===== src/rtl/pong_motion_ctrl_if.sv =====
// Key/serve controls into the motion engine and sprite positions out to the VGA address generators.
interface pong_motion_ctrl_if;
  localparam int unsigned POS_W   = 10;
  localparam int unsigned SCORE_W = 8;

  logic               frame_tick;
  logic               key_left;
  logic               key_right;
  logic               launch;
  logic [POS_W-1:0]   paddle_x;
  logic [POS_W-1:0]   ball_x;
  logic [POS_W-1:0]   ball_y;
  logic               ball_live;
  logic               miss;
  logic [SCORE_W-1:0] score;

  modport master (
    output frame_tick, key_left, key_right, launch,
    input  paddle_x, ball_x, ball_y, ball_live, miss, score
  );

  modport slave (
    input  frame_tick, key_left, key_right, launch,
    output paddle_x, ball_x, ball_y, ball_live, miss, score
  );
endinterface


===== src/rtl/pong_motion_ctrl.sv =====
// Frame-rate paddle/ball motion engine with serve/play/miss FSM and saturating hit score.
// Optional macro AUTO_SERVE_EN: IDLE also serves by itself after 60 frame ticks without launch.
module pong_motion_ctrl #(
  parameter int unsigned SCR_W       = 320,
  parameter int unsigned SCR_H       = 240,
  parameter int unsigned PAD_W       = 32,
  parameter int unsigned PAD_Y       = 190,
  parameter int unsigned BALL_SZ     = 16,
  parameter int unsigned PAD_STEP    = 8,
  parameter int unsigned BALL_SPD    = 1,
  parameter int unsigned MISS_FRAMES = 30
) (
  input  logic              clk,
  input  logic              rst,
  pong_motion_ctrl_if.slave bus
);

  localparam int unsigned POS_W   = 10;
  localparam int unsigned SCORE_W = 8;
  localparam int unsigned CNT_W   = 8;

  localparam logic [POS_W-1:0] PAD_MAX  = POS_W'(SCR_W - PAD_W);
  localparam logic [POS_W-1:0] PAD_RST  = POS_W'((SCR_W - PAD_W) / 2);
  localparam logic [POS_W-1:0] BALL_OFS = POS_W'((PAD_W - BALL_SZ) / 2);
  localparam logic [POS_W-1:0] REST_Y   = POS_W'(PAD_Y - BALL_SZ);
  localparam logic [POS_W-1:0] BX_MAX   = POS_W'(SCR_W - BALL_SZ);
  localparam logic [POS_W-1:0] BY_MAX   = POS_W'(SCR_H - BALL_SZ);
  localparam logic [POS_W-1:0] STEP     = POS_W'(PAD_STEP);
  localparam logic [POS_W-1:0] SPD      = POS_W'(BALL_SPD);
  localparam logic [POS_W-1:0] SZ       = POS_W'(BALL_SZ);
  localparam logic [POS_W-1:0] PW       = POS_W'(PAD_W);
  localparam logic [POS_W-1:0] PY       = POS_W'(PAD_Y);
  localparam logic [POS_W-1:0] SH       = POS_W'(SCR_H);
  localparam logic [CNT_W-1:0] MISS_LAST = CNT_W'(MISS_FRAMES - 1);
`ifdef AUTO_SERVE_EN
  localparam logic [CNT_W-1:0] AUTO_LAST = CNT_W'(59);
`endif

  typedef enum logic [1:0] {
    S_IDLE = 2'd0,
    S_PLAY = 2'd1,
    S_MISS = 2'd2
  } state_e;

  state_e             state_q, state_d;
  logic [POS_W-1:0]   paddle_q, paddle_d;
  logic [POS_W-1:0]   ball_x_q, ball_x_d;
  logic [POS_W-1:0]   ball_y_q, ball_y_d;
  logic               vx_q, vx_d;   // 1 = moving right
  logic               vy_q, vy_d;   // 1 = moving down
  logic [SCORE_W-1:0] score_q, score_d;
  logic               live_q, live_d;
  logic               miss_q, miss_d;
  logic               launch_pend_q, launch_pend_d;
  logic [CNT_W-1:0]   cnt_q, cnt_d;
  logic               launch_now_c;
  logic               pad_hit_c;

  // Serve request seen this tick, whether latched earlier or arriving with the tick itself.
  assign launch_now_c = launch_pend_q | bus.launch;

  // Descending ball lands on the paddle this frame (pre-update positions).
  assign pad_hit_c = (ball_y_q + SZ <= PY) && (ball_y_q + SZ + SPD >= PY) &&
                     (ball_x_q + SZ > paddle_q) && (ball_x_q < paddle_q + PW);

  always_ff @(posedge clk) begin
    if (rst) begin
      state_q       <= S_IDLE;
      paddle_q      <= PAD_RST;
      ball_x_q      <= PAD_RST + BALL_OFS;
      ball_y_q      <= REST_Y;
      vx_q          <= 1'b1;
      vy_q          <= 1'b0;
      score_q       <= '0;
      live_q        <= 1'b0;
      miss_q        <= 1'b0;
      launch_pend_q <= 1'b0;
      cnt_q         <= '0;
    end else begin
      state_q       <= state_d;
      paddle_q      <= paddle_d;
      ball_x_q      <= ball_x_d;
      ball_y_q      <= ball_y_d;
      vx_q          <= vx_d;
      vy_q          <= vy_d;
      score_q       <= score_d;
      live_q        <= live_d;
      miss_q        <= miss_d;
      launch_pend_q <= launch_pend_d;
      cnt_q         <= cnt_d;
    end
  end

  always_comb begin
    state_d       = state_q;
    paddle_d      = paddle_q;
    ball_x_d      = ball_x_q;
    ball_y_d      = ball_y_q;
    vx_d          = vx_q;
    vy_d          = vy_q;
    score_d       = score_q;
    miss_d        = 1'b0;
    cnt_d         = cnt_q;
    launch_pend_d = launch_pend_q | bus.launch;

    if (bus.frame_tick) begin
      launch_pend_d = 1'b0;

      // Clamp checks come before the add/subtract so positions never wrap.
      if (bus.key_right && !bus.key_left) begin
        paddle_d = (paddle_q + STEP >= PAD_MAX) ? PAD_MAX : paddle_q + STEP;
      end else if (bus.key_left && !bus.key_right) begin
        paddle_d = (paddle_q <= STEP) ? '0 : paddle_q - STEP;
      end

      unique case (state_q)
        S_IDLE: begin
          ball_x_d = paddle_d + BALL_OFS;
          ball_y_d = REST_Y;
          vx_d     = 1'b1;
          vy_d     = 1'b0;
          if (launch_now_c) begin
            state_d = S_PLAY;
            cnt_d   = '0;
          end
`ifdef AUTO_SERVE_EN
          else if (cnt_q == AUTO_LAST) begin
            state_d = S_PLAY;
            cnt_d   = '0;
          end else begin
            cnt_d = cnt_q + CNT_W'(1);
          end
`endif
        end

        S_PLAY: begin
          if (vx_q) begin
            if (ball_x_q + SPD >= BX_MAX) begin
              ball_x_d = BX_MAX;
              vx_d     = 1'b0;
            end else begin
              ball_x_d = ball_x_q + SPD;
            end
          end else begin
            if (ball_x_q <= SPD) begin
              ball_x_d = '0;
              vx_d     = 1'b1;
            end else begin
              ball_x_d = ball_x_q - SPD;
            end
          end

          if (!vy_q) begin
            if (ball_y_q <= SPD) begin
              ball_y_d = '0;
              vy_d     = 1'b1;
            end else begin
              ball_y_d = ball_y_q - SPD;
            end
          end else if (pad_hit_c) begin
            ball_y_d = REST_Y;
            vy_d     = 1'b0;
            if (score_q != '1) score_d = score_q + SCORE_W'(1);
          end else if (ball_y_q + SZ + SPD >= SH) begin
            state_d  = S_MISS;
            ball_y_d = BY_MAX;
            miss_d   = 1'b1;
            cnt_d    = '0;
          end else begin
            ball_y_d = ball_y_q + SPD;
          end
        end

        S_MISS: begin
          if (cnt_q == MISS_LAST) begin
            state_d  = S_IDLE;
            cnt_d    = '0;
            ball_x_d = paddle_d + BALL_OFS;
            ball_y_d = REST_Y;
            vx_d     = 1'b1;
            vy_d     = 1'b0;
          end else begin
            cnt_d = cnt_q + CNT_W'(1);
          end
        end

        default: state_d = S_IDLE;
      endcase
    end

    live_d = (state_d == S_PLAY);
  end

  assign bus.paddle_x  = paddle_q;
  assign bus.ball_x    = ball_x_q;
  assign bus.ball_y    = ball_y_q;
  assign bus.ball_live = live_q;
  assign bus.miss      = miss_q;
  assign bus.score     = score_q;

endmodule


===== src/flat_wrapper.sv =====
// flat-port wrapper written by rule: the top's interface ports become plain ports
module pong_motion_ctrl_flat 
#(
  parameter int unsigned SCR_W       = 320,
  parameter int unsigned SCR_H       = 240,
  parameter int unsigned PAD_W       = 32,
  parameter int unsigned PAD_Y       = 190,
  parameter int unsigned BALL_SZ     = 16,
  parameter int unsigned PAD_STEP    = 8,
  parameter int unsigned BALL_SPD    = 1,
  parameter int unsigned MISS_FRAMES = 30
)
  (clk, rst, bus_frame_tick, bus_key_left, bus_key_right, bus_launch, bus_paddle_x, bus_ball_x, bus_ball_y, bus_ball_live, bus_miss, bus_score);
  pong_motion_ctrl_if bus_i ();
  input  logic clk;
  input  logic rst;
  input wire logic [$bits(bus_i.frame_tick)-1:0] bus_frame_tick;
  input wire logic [$bits(bus_i.key_left)-1:0] bus_key_left;
  input wire logic [$bits(bus_i.key_right)-1:0] bus_key_right;
  input wire logic [$bits(bus_i.launch)-1:0] bus_launch;
  output wire logic [$bits(bus_i.paddle_x)-1:0] bus_paddle_x;
  output wire logic [$bits(bus_i.ball_x)-1:0] bus_ball_x;
  output wire logic [$bits(bus_i.ball_y)-1:0] bus_ball_y;
  output wire logic [$bits(bus_i.ball_live)-1:0] bus_ball_live;
  output wire logic [$bits(bus_i.miss)-1:0] bus_miss;
  output wire logic [$bits(bus_i.score)-1:0] bus_score;
  assign bus_i.frame_tick = bus_frame_tick;
  assign bus_i.key_left = bus_key_left;
  assign bus_i.key_right = bus_key_right;
  assign bus_i.launch = bus_launch;
  assign bus_paddle_x = bus_i.paddle_x;
  assign bus_ball_x = bus_i.ball_x;
  assign bus_ball_y = bus_i.ball_y;
  assign bus_ball_live = bus_i.ball_live;
  assign bus_miss = bus_i.miss;
  assign bus_score = bus_i.score;
  pong_motion_ctrl #(.SCR_W(SCR_W), .SCR_H(SCR_H), .PAD_W(PAD_W), .PAD_Y(PAD_Y), .BALL_SZ(BALL_SZ), .PAD_STEP(PAD_STEP), .BALL_SPD(BALL_SPD), .MISS_FRAMES(MISS_FRAMES)) u_core (.clk(clk), .rst(rst), .bus(bus_i));
endmodule

===== config.mk =====
export PLATFORM = sky130hd
export DESIGN_NAME = pong_motion_ctrl_flat
export DESIGN_NICKNAME = d
export VERILOG_FILES = /design/src/rtl/pong_motion_ctrl_if.sv /design/src/rtl/pong_motion_ctrl.sv /design/src/flat_wrapper.sv
export SDC_FILE = /design/constraint.sdc
export NUM_CORES = 1
export LEC_CHECK = 0
export BUFFER_PORTS_ARGS = -buffer_cell sky130_fd_sc_hd__buf_4
export CAP_MARGIN = 10
export CORE_MARGIN = 2
export CORE_UTILIZATION = 45
export CTS_CLUSTER_DIAMETER = 60
export DETAILED_ROUTE_END_ITERATION = 8
export GPL_ROUTABILITY_DRIVEN = 0
export PLACE_DENSITY = 0.73
export SLEW_MARGIN = 20
export SYNTH_ARGS = -nofsm -noshare
export SYNTH_HDL_FRONTEND = slang
export SYNTH_SLANG_ARGS = --single-unit
export TNS_END_PERCENT = 30

===== constraint.sdc =====
create_clock -name clk -period 7.6 [get_ports clk]
set_clock_uncertainty 0.1 [all_clocks]
set_input_delay 1.52 -clock clk [delete_from_list [all_inputs] [get_ports clk]]
set_output_delay 1.52 -clock clk [all_outputs]
set_load 0.1 [all_outputs]

==> results.cfg, run 1 <==
[grt]
overflow = 0
grt_pass1_vias = 4457
grt_pass1_wl_um = 22000
grtUsageTotal_pct = 23.2
antenna_found_initial = 0
grt_max_degree = 47

[setup_path]
endpoint_kind = register
reg2reg_from = u_core.bus.ball_x[4]
rrSetupSlack_ps = 3880
crit_type = reg -> reg
start_kind = register
required_ps = 7760
reg2reg_depth = 12
timing.rr.end = u_core.bus.score[6]
cp_max_fo = 14
cp_data_arrival_time_ps = 3880

[timing]
drv_slew = 0
hold_viol = 0
rsz0062_at_grt = false
relSlewSlack_pct = 34.8
period_share_pct = 49.0
max_freq_ghz = 0.269
worst_pin_slew_ps = 977
setup-violations-final = 0
fin_crit_ps = 3720
fin_setup_tns_ps = 0

[synth]
synth.avg_cell_area_um2 = 7.52
ys_ff_latch = 53
yosysWarnings = 0
netlist-cell-type-count = 77
synth-edff-count = 0
async_flop_share_pct = 0
yosys_most_used_dff = dfxtp_1
yosysSeqAreaShare_pct = 22.3
syn_area_um2 = 4770
netlist_instances = 634
syn_nets = 678

[cells_and_area]
drive_gt1_share_pct = 11.3
fin_util_pct = 50.3
finalInstanceArea_um2 = 5200
nFillCells = 1018
layout.nets = 688
area_delta_synth_final_pct = 9.03
n_antenna_cell = 0

[route]
totalWireLength_um = 13300
wl_met1_um = 5790
viasPerCell = 6.20
num_vias = 4845
top_layer = met4
ant_nets = 0
routedWlPerCell_um = 17.0
dr_wl_met2_um = 6390
drc = 0
met3_length_um = 948
firstDrtPassIters = 5
drtIter0Drc = 247

[cts]
post_cts_buffers = 0
hold_buffers = 0
cts-resized-gates = 0
cts-root-buf = clkbuf_8
cts_tree = yes
cts.htree.levels = 2
cts.sinks = 53
cts.path.max_buffers = 2
clk_pin_slew_worst_paths_ps = 120
clock_latency_ps = 320
cts_buffers = 5

[placed_design]
dp_hpwl_um = 9570
portBuffers = 45
dpl_cell_area_um2 = 5100

[run_status]
status = finished, final reports clean

[power]
vdd_drop_max_mv = 0.0793
p_leak_uw = 0.00202
power_density_nw_per_um2 = 150
power_uw = 780

[hold_path]
min_path_cells = 1
hp-class = reg -> reg
hold_start = u_core.cnt_q[4]
hold-path-endpoint = u_core.cnt_q[4]

[run]
maxCapViolCount = 0

[die]
die_height_um = 107
ios = 46
die_w_um = 107
die-area_um2 = 11400
core-area_um2 = 10300
std_cell_rows = 37
start_util_pct = 46.2
[flip-flops by register name (all words and copies together) (netlist names)]
register	count
u_core.cnt_q	8
u_core.bus.paddle_x	10
u_core.bus.ball_live	1
u_core.bus.ball_y	10
u_core.state_q	2
u_core.bus.ball_x	10
u_core.vy_q	1
u_core.bus.miss	1
u_core.bus.score	8
u_core.vx_q	1
u_core.launch_pend_q	1
[cells by family after synthesis]
logic type | count (synthesis) | share of synthesized area [%]
AND/OR/NAND/NOR | 251 | 27.2
AO/OA/AOI/OAI | 177 | 26.2
buffers and inverters | 74 | 6.22
flip-flops | 53 | 22.3
adder cells (fa/ha/maj) | 38 | 9.97
XOR/XNOR | 35 | 6.72
multiplexers | 6 | 1.39
[metrics by stage]
stage          std cells  hold slack, ps  setup WS [ps]
6_report             781             413           3880
2_1_floorplan        634             350           3810
4_1_cts              781             416           3930
3_5_place_dp         773             388           3740
3_3_place_gp         773             375           3830
5_1_grt              781             435           3560
[worst max-delay path by stage]
stage,cells after the start,startpoint,endpoint
2_1_floorplan,13,u_core.bus.ball_x[4],u_core.bus.score[4]
6_report,12,u_core.bus.ball_x[4],u_core.bus.score[6]
5_1_grt,12,u_core.bus.ball_x[4],u_core.bus.score[4]
3_3_place_gp,7,bus_frame_tick,u_core.bus.score[6]
4_1_cts,12,u_core.bus.ball_x[4],u_core.bus.score[6]
3_5_place_dp,7,bus_frame_tick,u_core.bus.score[6]
[where the power goes]
| group | switching (µW) | internal [µW] |
|---|---|---|
| registers | 30.8 | 287 |
| clock network | 113 | 68.9 |
| logic | 190 | 89.3 |
| total | 334 | 446 |
[metal layers]
metal  vias to the layer above  global-route usage, %
met5                         -                      0
met4                         0                   6.96
met3                        15                   3.95
met2                       186                   38.4
met1                      2279                   31.0
li1                       2365                      -
[worst max-delay path, cell delays in order, from the launching register on]
cell and delay [ps]:
dfxtp_1 630, ha_1 360, nand3_1 120, xnor2_1 220
ha_1 280, nand2_1 90, nor3_1 50, a211oi_1 350
nand3_1 180, a211oi_4 410, nand3_2 250, or4_1 460
a21oi_1 160
[final cells by class]
class | instances | area [µm²] | share of cell area [%]
multi-input combinational | 507 | 3410 | 65.6
timing repair buffer | 46 | 345 | 6.64
clock buffer | 5 | 68.8 | 1.32
tap | 136 | 170 | 3.27
clock inverter | 3 | 26.3 | 0.506
sequential | 53 | 1060 | 20.4
inverter | 31 | 116 | 2.24
[cells in the mapped netlist (5+ instances only)]
library cell / instances / share of area (%)
a21oi_1: 45 / 4.7
nor2_1: 39 / 3.1
nor4_1: 9 / 1.2
or3_1: 8 / 1.0
o22ai_1: 8 / 1.0
o211ai_1: 5 / 0.79
nand2b_1: 7 / 0.92
o31ai_1: 9 / 1.4
clkbuf_1: 28 / 2.2
nand4_1: 17 / 2.2
a31oi_1: 12 / 1.6
nor3_1: 23 / 2.4
a21o_1: 6 / 0.94
a211oi_1: 5 / 0.79
ha_1: 38 / 10
and2_1: 9 / 1.2
dfxtp_1: 53 / 22
inv_1: 31 / 2.4
nand2_1: 63 / 5.0
xor2_1: 13 / 2.4
o21ai_0: 27 / 2.8
xnor2_1: 21 / 3.9
buf_2: 12 / 1.3
a311oi_1: 5 / 0.92
nand3_1: 39 / 4.1
and3_1: 10 / 1.3
[cells in the final DEF (no fill, tap or decap), drive strengths merged, types with 7 or more instances in the layout]
master  instances
xor2           13
a21oi          45
nand3          42
nor3           24
buf            46
ha             38
nand2b          7
and2            9
nor2           39
o21ai          30
nor4            9
or3             9
nand2          63
xnor2          21
and3           10
o31ai          10
nand4          17
a31oi          12
a211oi          7
o22ai           8
dfxtp          53
inv            34
Power figures use the tool's default switching activity.
==> run 2, diff against run 1 <==
- ABC_AREA: not set -> 1
- PLACE_DENSITY: 0.73 -> 0.76
- clock period: 7.6 -> 3.2 ns (I/O delays scaled with it)
==> results.cfg, run 2 <==
[cts]
cts_tree = yes
cts.htree.levels = 2
clock_latency_ps = 310
cts-root-buf = clkbuf_8
clk_pin_slew_worst_paths_ps = 100
cts_buffers = 5
hold_buffers = 0
cts.sinks = 53
cts.path.max_buffers = 2

[placed_design]
post-place-ws_ps = 334
dp_hpwl_um = 10100
portBuffers = 45

[setup_path]
crit_buf_inv = 0
required_ps = 3350
worst_path_largest_cell_delay_ps = 420
endpoint_kind = register
crit_family = simple AND/OR/NAND/NOR gates
slowest_stage = dfxtp_4
path_cells = ha_1 > nand3_1 > xor2_1 > ha_1 > nand2_1 > nor2_1 > nand4_1 > nand3_1 > nand3_1 > nor2_2 > nand2_1 > o21ai_1 > o21ai_0 > nand2_1
rrSetupSlack_ps = 320
cp_data_arrival_time_ps = 3040
cp_max_fo = 10
start_kind = register
crit_type = reg -> reg

[power]
pwr-share-seq_pct = 40.7
vdd_drop_max_mv = 0.196
pwr-share-comb_pct = 38.0
p_leak_uw = 0.00258
switching_share_pct = 42.9
power_density_nw_per_um2 = 332
intPower_uw = 1040
clkPwrFrac_pct = 21.3
p_sw_uw = 785

[timing]
hold_viol = 0
worst_pin_slew_ps = 733
relSlewSlack_pct = 51.1
setup_slack_ps = 318
fin_crit_ps = 2880
period_share_pct = 90.1
fin_setup_tns_ps = 0
rsz0062_at_grt = false
max_freq_ghz = 0.347
drv_slew = 0
setup-violations-final = 0

[synth]
ys_top_cells_by_count = 187 x nand2_1, 108 x inv_1, 81 x nor2_1
synth_top_area_share_pct = 21.6
netlist-cell-type-count = 44
syn_nets = 832
synthTopCellsByArea = dfxtp_1 22%, nand2_1 14%, ha_1 9.7%
netlist_instances = 788
syn_area_um2 = 4910
yosysWarnings = 0
async_flop_share_pct = 0
ys_ff_latch = 53
yosysSeqAreaShare_pct = 21.6
synth.avg_cell_area_um2 = 6.23
yosysMostFrequentCell = nand2_1
synth.largest_area_cell = dfxtp_1
yosys_most_used_dff = dfxtp_1
synth-edff-count = 0

[die]
die_height_um = 108
die-area_um2 = 11800
ios = 46
start_util_pct = 45.7
std_cell_rows = 38
die_w_um = 108
core-area_um2 = 10700

[grt]
overflow = 0
grtUsageTotal_pct = 22.9
antenna_found_initial = 0
grt_pass1_wl_um = 21700
grt_max_degree = 28
grt_pass1_vias = 4555

[route]
routedWlPerCell_um = 13.7
totalWireLength_um = 13300
num_vias = 5132
firstDrtPassIters = 8
drtIter0Drc = 293
ant_nets = 0
viasPerCell = 5.30
drc = 0

[cells_and_area]
area_delta_synth_final_pct = 12.0
n_antenna_cell = 0
drive_gt1_share_pct = 12.2
final_cell_mix = 187 x nand2_1, 108 x inv_1, 80 x nor2_1, 67 x nand3_1, 57 x buf_4
layout.nets = 873
final_common_cell = nand2_1

[run_status]
status = finished, final reports clean

[hold_path]
hp-class = reg -> reg

[run]
maxCapViolCount = 0
[run 2: cell count changes after synthesis, moves of 8 or more]
cell / delta
a31oi_1: -8
and3_1: -9
clkbuf_1: -17
inv_1: +77
nand2_1: +124
nand3_1: +28
nor2_1: +42
o21ai_0: +11
o31ai_1: -9
or3_1: -8
xnor2_1: -16
xor2_1: +19
[run 2: final timing paths]
path / cells after the start / end / startpoint
setup / recovery: 14 / u_core.bus.ball_y[3] / u_core.bus.ball_x[4]
hold / removal: 2 / u_core.cnt_q[7] / u_core.cnt_q[7]
setup reg to reg: 14 / u_core.bus.ball_y[3] / u_core.bus.ball_x[4]
hold reg to reg: 2 / u_core.cnt_q[7] / u_core.cnt_q[7]
[run 2: worst min-delay path, stage by stage (launching register included)]
cell	delay [ps]
dfxtp_1	350
nand2_1	70
a21oi_1	50
[run 2: layer usage]
metal	up-vias	wire, µm	global-route usage [%]
li1	2627	-	-
met1	2303	5920	31.0
met2	181	6210	37.5
met3	21	869	3.50
met4	0	287	6.96
met5	-	0	0
[run 2: stage by stage]
step                      power (µW)  area, µm²  std cells  hold slack, ps  utilization, %
after global routing            1950       5500        969             434            51.2
after detailed placement        1440       5380        959             391            50.1
final                           1830       5500        969             409            51.2
after floorplan                 1280       4920        788             355               -
after CTS                       1830       5470        966             412            50.9
after global placement          1440       5380        959             377            50.1
[run 2: cells by family after synthesis]
| group | after synthesis | share of synthesized area, % |
|---|---|---|
| DFF | 53 | 21.6 |
| buffers and inverters | 139 | 11.3 |
| and+or+nand+nor | 406 | 37.2 |
| AOI/OAI and AO/OA | 113 | 12.7 |
| xor gates and xnor gates | 39 | 7.49 |
| adders and majority gates | 38 | 9.69 |
[run 2: power groups by stage]
stage | Sequential, µW | Clock, µW | Combinational [µW]
floorplan | 887 | 0 | 389
global placement | 757 | 0 | 681
detailed placement | 758 | 0 | 684
CTS | 743 | 400 | 687
global route | 749 | 438 | 762
finish | 743 | 390 | 695
[run 2: timing repair]
| item | 4_1_cts | 5_1_grt |
|---|---|---|
| resized for setup | 0 | 4 |
| buffers inserted | 0 | 3 |
| endpoints found under the hold margin | 0 | 0 |
| endpoints found under the setup margin | 0 | 5 |
[run 2: cell type report]
type	instances	area, µm²
Multi-Input combinational cell	596	3300
Timing Repair Buffer	58	433
Clock buffer	5	68.8
Tap cell	140	175
Sequential cell	53	1080
Clock inverter	2	16.3
Fill cell	1123	5250
Inverter	115	432
